$ cat src/rtl/div_unit.sv
// Multi-cycle 32-bit restoring divider for MIPS DIV/DIVU in the EX stage.
// Stalls the pipeline while iterating and presents remainder on hi_o and quotient on lo_o.
module div_unit (
   input  logic        clk,
   input  logic        rst,
   input  logic        start,
   input  logic        signed_div,
   input  logic        annul,
   input  logic [31:0] a,
   input  logic [31:0] b,
   output logic        stall_o,
   output logic        ready,
   output logic [31:0] hi_o,
   output logic [31:0] lo_o
);

   typedef enum logic [1:0] {IDLE, BUSY, DONE} state_t;

   state_t      state_reg, state_next;
   logic [32:0] rem_reg;
   logic [31:0] quo_reg;
   logic [31:0] dvsr_reg;
   logic [31:0] dvnd_reg;
   logic        neg_q_reg;
   logic        neg_r_reg;
   logic [5:0]  cnt_reg;

   logic        accept;
   logic        last_iter;
   logic        a_neg, b_neg;
   logic [31:0] a_mag, b_mag;
   logic [33:0] shifted, trial;
   logic        q_bit;
   logic [32:0] rem_new;
   logic [31:0] quo_new;
   logic [31:0] q_fix, r_fix;

   assign accept    = (state_reg == IDLE) & start & ~annul;
   assign last_iter = (state_reg == BUSY) & (cnt_reg == 6'd31) & ~annul;
   assign stall_o   = accept | (state_reg == BUSY);

   // Operand magnitudes; 0x80000000 negates to itself, which is the correct unsigned magnitude.
   always_comb begin
      a_neg = signed_div & a[31];
      b_neg = signed_div & b[31];
      a_mag = a_neg ? (~a + 32'd1) : a;
      b_mag = b_neg ? (~b + 32'd1) : b;
   end

   always_comb begin
      shifted = {rem_reg, quo_reg[31]};
      trial   = shifted - {2'b00, dvsr_reg};
      q_bit   = ~trial[33];
      rem_new = q_bit ? trial[32:0] : shifted[32:0];
      quo_new = {quo_reg[30:0], q_bit};
      q_fix   = neg_q_reg ? (~quo_new + 32'd1) : quo_new;
      r_fix   = neg_r_reg ? (~rem_new[31:0] + 32'd1) : rem_new[31:0];
   end

   always_ff @(posedge clk or negedge rst) begin
      if (!rst) state_reg <= IDLE;
      else      state_reg <= state_next;
   end

   always_comb begin
      state_next = state_reg;
      case (state_reg)
         IDLE:    if (accept) state_next = BUSY;
         BUSY:    if (cnt_reg == 6'd31) state_next = DONE;
         DONE:    state_next = IDLE;
         default: state_next = IDLE;
      endcase
      if (annul) state_next = IDLE;
   end

   always_ff @(posedge clk or negedge rst) begin
      if (!rst) begin
         rem_reg   <= '0;
         quo_reg   <= '0;
         dvsr_reg  <= '0;
         dvnd_reg  <= '0;
         neg_q_reg <= 1'b0;
         neg_r_reg <= 1'b0;
         cnt_reg   <= '0;
         ready     <= 1'b0;
         hi_o      <= '0;
         lo_o      <= '0;
      end else begin
         ready <= last_iter;
         if (accept) begin
            rem_reg   <= '0;
            quo_reg   <= a_mag;
            dvsr_reg  <= b_mag;
            dvnd_reg  <= a;
            neg_q_reg <= a_neg ^ b_neg;
            neg_r_reg <= a_neg;
            cnt_reg   <= '0;
         end else if (state_reg == BUSY) begin
            rem_reg <= rem_new;
            quo_reg <= quo_new;
            cnt_reg <= cnt_reg + 6'd1;
         end
         // Divide by zero iterates normally but reports the raw dividend and an all-ones quotient.
         if (last_iter) begin
            if (dvsr_reg == 32'd0) begin
               hi_o <= dvnd_reg;
               lo_o <= 32'hFFFF_FFFF;
            end else begin
               hi_o <= r_fix;
               lo_o <= q_fix;
            end
         end
      end
   end

endmodule

$ cat config.mk
export PLATFORM = sky130hd
export DESIGN_NAME = div_unit
export DESIGN_NICKNAME = d
export VERILOG_FILES = /design/src/rtl/div_unit.sv
export SDC_FILE = /design/constraint.sdc
export NUM_CORES = 1
export LEC_CHECK = 0
export ABC_AREA = 1
export BUFFER_PORTS_ARGS = -buffer_cell sky130_fd_sc_hd__buf_2
export CORE_UTILIZATION = 51
export CTS_BUF_LIST = sky130_fd_sc_hd__clkbuf_4
export DETAILED_ROUTE_END_ITERATION = 10
export PLACE_DENSITY = 0.8
export SYNTH_ARGS = -nofsm -noshare
export SYNTH_HDL_FRONTEND = slang
export SYNTH_SLANG_ARGS = --single-unit
$ cat constraint.sdc
create_clock -name clk -period 5.47 [get_ports clk]
set_clock_uncertainty 0.15 [all_clocks]
set_input_delay 1.094 -clock clk [delete_from_list [all_inputs] [get_ports clk]]
set_output_delay 1.094 -clock clk [all_outputs]
set_load 0.05 [all_outputs]
==> results of run 1 <==
## power groups by stage
stage	Sequential [uW]	Clock [uW]	Combinational, uW
6_report	2140	1330	5550
5_1_grt	2180	1420	6170
4_1_cts	2130	1350	5470
3_5_place_dp	2150	0	5440
3_3_place_gp	2140	0	5400
2_1_floorplan	2090	0	4130
## layer usage
layer  share of wire, %  up-vias  track usage (%)
met4                2.5        0             9.99
met2                 43      684             50.4
li1                   -     7106                -
met5                  0        -                0
met1                 45     6950             47.3
met3                9.3       95             6.90
## area by class of cell
class,instances,area (sq um),share of cell area [%]
Tap cell,372,465,2.93
Clock inverter,18,98.8,0.621
Inverter,261,980,6.16
Timing Repair Buffer,153,847,5.32
Clock buffer,74,556,3.49
Sequential cell,204,5100,32.1
Multi-Input combinational cell,1539,7850,49.4
Antenna cell,2,5.00,0.0315
## cells in the mapped netlist (3+ instances only)
library cell	instances
xnor2_1	22
o22ai_1	48
o21ai_1	17
dfrtp_1	204
nor2_4	4
xor2_1	40
clkbuf_8	7
o21ai_2	6
a21oi_1	114
a31oi_1	20
nand4_1	26
o211ai_1	8
a21oi_2	3
nor2_1	187
o21bai_1	11
nand2_1	586
nand3_1	111
clkbuf_1	47
ha_1	37
buf_4	3
nor4_1	13
nand2_2	22
buf_1	6
o21ai_0	145
nand3_2	3
or2_2	9
nand2_4	14
a221oi_1	6
nor2_2	7
inv_2	6
nor3_1	44
o221ai_1	9
inv_1	253
## worst reg2reg max path, stage by stage, from the launching register on
cell	delay [ns]
dfrtp_1	0.38
inv_1	0.07
ha_1	0.39
nand2_1	0.18
nor2_2	0.17
nand2_1	0.10
nor2_2	0.19
nand2_4	0.11
nand2_4	0.10
nand2_4	0.08
nand2_4	0.09
ha_1	0.16
inv_1	0.05
nor3_1	0.25
nand3_1	0.22
nor4_2	0.39
nand4_1	0.19
nor3_1	0.17
buf_4	0.16
nand2_1	0.06
inv_1	0.08
nand4_1	0.07
nand2_1	0.11
o21ai_1	0.10
xor2_1	0.14
o22ai_1	0.11
inv_1	0.05
## per-stage QoR
stage          power (uW)  worst slack [ns]  instance area [sq um]  utilization (%)  std cells
2_1_floorplan        6220              1.39                  14300                -       2074
3_3_place_gp         7540              1.19                  15300             56.0       2529
3_5_place_dp         7590              1.17                  15300             56.0       2529
4_1_cts              8950              1.15                  15900             58.4       2621
5_1_grt              9770             0.407                  15900             58.4       2623
6_report             9030              1.05                  15900             58.4       2623
## worst paths after layout
path	startpoint	endpoint	slack, ns	cells after the start
worst max-delay path	dvsr_reg[21]	lo_o[28]	1.05	26
worst max register to register	dvsr_reg[21]	lo_o[28]	1.05	26
worst min-delay path	rst	dvsr_reg[25]	0.30	1
min in group clk	hi_o[20]	hi_o[20]	0.32	2
max in group asynchronous	rst	dvnd_reg[16]	3.75	2
worst min register to register	hi_o[20]	hi_o[20]	0.32	2
## kinds of logic after synthesis
family | count (synthesis) | synth area share (%)
compound gates | 399 | 15.9
xor+xnor | 62 | 3.79
simple gates | 1040 | 31.6
flops | 204 | 35.7
buf+inv | 331 | 9.64
fa+ha+maj | 38 | 3.37
==> results.sh, run 1 <==
export IMPL_antenna_left=0
export IMPL_post_cts_setup_buffers=0
export IMPL_die_h_um=170
export IMPL_seqPwrFrac_pct=23.7
export IMPL_synth_ff_type="dfrtp_1"
export IMPL_avgSynthCellArea_sq_um=6.90
export IMPL_cts_tree="done"
export IMPL_period_minus_slack_ns=4.42
export IMPL_cp_top_family="simple AND/OR/NAND/NOR gates"
export IMPL_worstSetupStartpointType="register"
export IMPL_synth_top_area_cell="dfrtp_1"
export IMPL_yosys_cell_types_count=59
export IMPL_fmax_mhz=226
export IMPL_seq_area_frac_synth_pct=35.7
export IMPL_die_w_um=170
export IMPL_synth_area_top_cells="dfrtp_1, nand2_1, inv_1"
export IMPL_cp_max_fo=7
export IMPL_slowest_stage="ha_1"
export IMPL_grt_overflow=0
export IMPL_grt_usage_pct=33.2
export IMPL_intPower_uw=4190
export IMPL_syn_num_nets=2181
export IMPL_syn_inst=2074
export IMPL_postCtsHoldBufs=0
export IMPL_p_leak_uw=0.00824
export IMPL_critPathMaxStageDelay_ns=0.39
export IMPL_hold_viol=0
export IMPL_fill_cells=2686
export IMPL_grt_antenna_before_repair=2
export IMPL_fp_dieArea_sq_um=28700
export IMPL_clk_latency_ns=0.70
export IMPL_drt_wl_total_um=46900
export IMPL_portBuffers=134
export IMPL_synth_top_cell_area_share_pct=35.7
export IMPL_grt_pass1_vias=14100
export IMPL_drtPass1Iterations=6
export IMPL_area_growth_pct=11.1
export IMPL_synth_edf_count=0
export IMPL_clock_root_buffer="clkbuf_4"
export IMPL_io_pins=135
export IMPL_p_per_area_nw_per_um2=567
export IMPL_cp_data_arrival_time_ns=4.83
export IMPL_wire_per_inst_um=17.9
export IMPL_fin_tns_setup_ns=0
export IMPL_via_per_inst=5.66
export IMPL_clock_power_share_pct=14.7
export IMPL_tightest_slew_ns=1.04
export IMPL_largest_register_ffs=33
export IMPL_numCtsBuffers=55
export IMPL_dpl_hpwl_um=35800
export IMPL_maxCapViolations=0
export IMPL_finalCritPeriodShare_pct=80.8
export IMPL_slew_viol_final=0
export IMPL_h_tree_depth=2
export IMPL_clkTransAtPathRegs_ns=0.06
export IMPL_rows=60
export IMPL_crit_type="reg -> reg"
export IMPL_vias=14800
export IMPL_start_util_pct=52.5
export IMPL_drcViolationCount=0
export IMPL_num_nets_final=2321
export IMPL_p_sw_share_pct=53.5
export IMPL_yosys_warnings=0
export IMPL_syn_area_sq_um=14300
export IMPL_hold_class="in -> async"
export IMPL_combinationalPowerShare_pct=61.5
export IMPL_grt_pass1_wl_um=74700
export IMPL_outcome="complete, no violations"
export IMPL_grt_max_degree=89
export IMPL_cts_sinks=204
export IMPL_synth_seq_cells=204
export IMPL_gp_congestion=0.965
export IMPL_rsz0062_at_grt="false"
export IMPL_drt_iter0_markers=1634
export IMPL_holdWs_ns=0.297
export IMPL_async_flop_share_pct=100
export IMPL_slew_headroom_pct=30.6
export IMPL_cts_resized_gates=0
export IMPL_clockBufferDepth=3
export IMPL_setup_viol=0
export IMPL_vdd_drop_max_mv=0.322
export IMPL_cp_num_buf_inv=5
export IMPL_core_sq_um=27300
export IMPL_final_common_cell="nand2_1"
export IMPL_final_cell_mix="nand2_1, inv_1, dfrtp_1"
export IMPL_worstSetupEndpointType="register"
export IMPL_final_layout_size_suffix_gt1_share_pct=14.0
export IMPL_cp_required_ns=5.88
export IMPL_power_switching_uw=4830
Note: power is estimated with default switching activity, not from simulation.
==> run 2, diff against run 1 <==
==> constraint.sdc (replaced) <==
create_clock -name clk -period 4.15 [get_ports clk]
set_clock_uncertainty 0.15 [all_clocks]
set_input_delay 0.83 -clock clk [delete_from_list [all_inputs] [get_ports clk]]
set_output_delay 0.83 -clock clk [all_outputs]
set_load 0.05 [all_outputs]
==> results.sh, run 2 (same netlist as run 1, synthesis figures left out) <==
export IMPL_outcome="complete, no violations"
export IMPL_intPower_uw=5910
export IMPL_clk_latency_ns=0.73
export IMPL_p_sw_share_pct=52.8
export IMPL_cp_top_family="simple AND/OR/NAND/NOR gates"
export IMPL_via_per_inst=5.64
export IMPL_final_area_sq_um=16600
export IMPL_fp_dieArea_sq_um=28700
export IMPL_hold_start="annul"
export IMPL_core_sq_um=27300
export IMPL_setup_viol=0
export IMPL_final_cells=2680
export IMPL_fmax_mhz=253
export IMPL_critPathMaxStageDelay_ns=0.44
export IMPL_grt_max_degree=78
export IMPL_final_layout_size_suffix_gt1_share_pct=17.3
export IMPL_slew_viol_final=0
export IMPL_fill_cells=2575
export IMPL_timing_rr_start="dvsr_reg[30]"
export IMPL_finalCritPeriodShare_pct=95.1
export IMPL_grt_usage_pct=33.6
export IMPL_cp_max_fo=4
export IMPL_io_pins=135
export IMPL_cp_data_arrival_time_ns=4.42
export IMPL_grt_pass1_vias=14300
export IMPL_dpl_cell_area_sq_um=15600
export IMPL_portBuffers=134
export IMPL_area_growth_pct=15.6
export IMPL_clock_power_share_pct=14.2
export IMPL_cts_tree="done"
export IMPL_dp_cells=2577
export IMPL_final_cell_mix="nand2_1, inv_1, dfrtp_1"
export IMPL_p_leak_uw=0.00853
export IMPL_dpl_hpwl_um=36200
export IMPL_grt_antenna_before_repair=1
export IMPL_start_util_pct=52.5
export IMPL_numCtsBuffers=55
export IMPL_clkTransAtPathRegs_ns=0.07
export IMPL_combinationalPowerShare_pct=63.2
export IMPL_rsz0062_at_grt="true"
export IMPL_antenna_left=0
export IMPL_cp_required_ns=4.62
export IMPL_die_h_um=170
export IMPL_worstSetupStartpointType="register"
export IMPL_largest_register_ffs=33
export IMPL_power_switching_uw=6610
export IMPL_h_tree_depth=2
export IMPL_slew_headroom_pct=37.5
export IMPL_p_per_area_nw_per_um2=756
export IMPL_holdPathEnd="state_reg[1]"
export IMPL_crit_type="reg -> reg"
export IMPL_cts_sinks=204
export IMPL_slowest_stage="dfrtp_1"
export IMPL_drt_iter0_markers=1714
export IMPL_hold_viol=0
export IMPL_worstSetupEndpointType="register"
export IMPL_die_w_um=170
export IMPL_cp_num_cells=27
export IMPL_tightest_slew_ns=0.937
export IMPL_final_common_cell="nand2_1"
export IMPL_vdd_drop_max_mv=0.482
export IMPL_drtPass1Iterations=6
export IMPL_grt_pass1_wl_um=75300
export IMPL_vias=15100
export IMPL_drcViolationCount=0
export IMPL_cp_num_buf_inv=6
export IMPL_period_minus_slack_ns=3.95
export IMPL_num_nets_final=2377
export IMPL_regToRegSetupSlack_ns=0.20
export IMPL_grt_overflow=0
export IMPL_r2r_end="lo_o[28]"
export IMPL_clockBufferDepth=3
export IMPL_wire_per_inst_um=17.9
export IMPL_seqPwrFrac_pct=22.6
export IMPL_rows=60
export IMPL_whs_path_depth=2
export IMPL_clock_root_buffer="clkbuf_4"
export IMPL_maxCapViolations=0
export IMPL_r2r_cells=27
export IMPL_drt_wl_total_um=47900
export IMPL_gp_congestion=0.999
export IMPL_hold_class="in -> reg"
export IMPL_fin_tns_setup_ns=0
==> run 2: changes by cell type in the layout (fill, tap and decap cells not counted), moves of 2 or more <==
cell	previous run	this run
buf_4	17	71
ha_1	37	25
ha_4	0	10
clkinv_2	0	6
a21oi_1	114	110
a21oi_2	3	7
nand2_1	586	582
nand2_2	22	26
clkbuf_4	74	71
ha_2	0	2
nor3_1	44	42
==> run 2: power by group through the flow <==
| stage | combinational (uW) | clock [uW] | sequential [uW] |
|---|---|---|---|
| 2_1_floorplan | 5450 | 0 | 2760 |
| 3_3_place_gp | 7450 | 0 | 2800 |
| 3_5_place_dp | 7530 | 0 | 2820 |
| 4_1_cts | 7570 | 1800 | 2790 |
| 5_1_grt | 8700 | 1910 | 2870 |
| 6_report | 7910 | 1770 | 2840 |
==> run 2: layout make-up <==
type / instances / area (sq um) / area share, %
tap: 372 / 465 / 2.81
clock inverter: 23 / 129 / 0.779
sequential: 204 / 5100 / 30.8
antenna: 1 / 2.50 / 0.0151
clock buffer: 71 / 533 / 3.22
timing repair buffer: 209 / 1280 / 7.75
inverter: 261 / 980 / 5.92
multi-input combinational: 1539 / 8050 / 48.7
==> run 2: worst max-delay path by stage <==
stage | from | end | slack (ns)
4_1_cts | dvsr_reg[12] | lo_o[28] | 0.07
5_1_grt | dvsr_reg[30] | lo_o[28] | -0.11
3_3_place_gp | dvsr_reg[26] | lo_o[28] | 0.15
2_1_floorplan | rem_reg[19] | lo_o[28] | 0.07
3_5_place_dp | dvsr_reg[30] | lo_o[28] | 0.05
6_report | dvsr_reg[30] | lo_o[28] | 0.20
==> run 2: repair_timing <==
item,4_1_cts,5_1_grt
resized for setup,0,29
endpoints found under the hold margin,51,0
setup buffers,0,7
endpoints found under the setup margin,0,8
hold buffers,1,0
==> run 2: layer usage <==
| metal | global-route usage [%] | vias to the layer above | routed length [um] |
|---|---|---|---|
| li1 | - | 7206 | - |
| met1 | 47.0 | 7060 | 20800 |
| met2 | 50.0 | 735 | 20700 |
| met3 | 7.88 | 101 | 4910 |
| met4 | 13.5 | 0 | 1480 |
| met5 | 0 | - | 0 |
==> run 2: per-stage QoR <==
| step | total power [uW] | worst slack, ns | utilization, % | hold WS (ns) |
|---|---|---|---|---|
| 2_1_floorplan | 8200 | 0.0700 | - | 0.294 |
| 3_3_place_gp | 10300 | 0.148 | 57.3 | 0.309 |
| 3_5_place_dp | 10400 | 0.0541 | 57.3 | 0.312 |
| 4_1_cts | 12200 | 0.0708 | 59.8 | 0.180 |
| 5_1_grt | 13500 | -0.114 | 60.7 | 0.186 |
| 6_report | 12500 | 0.201 | 60.7 | 0.194 |
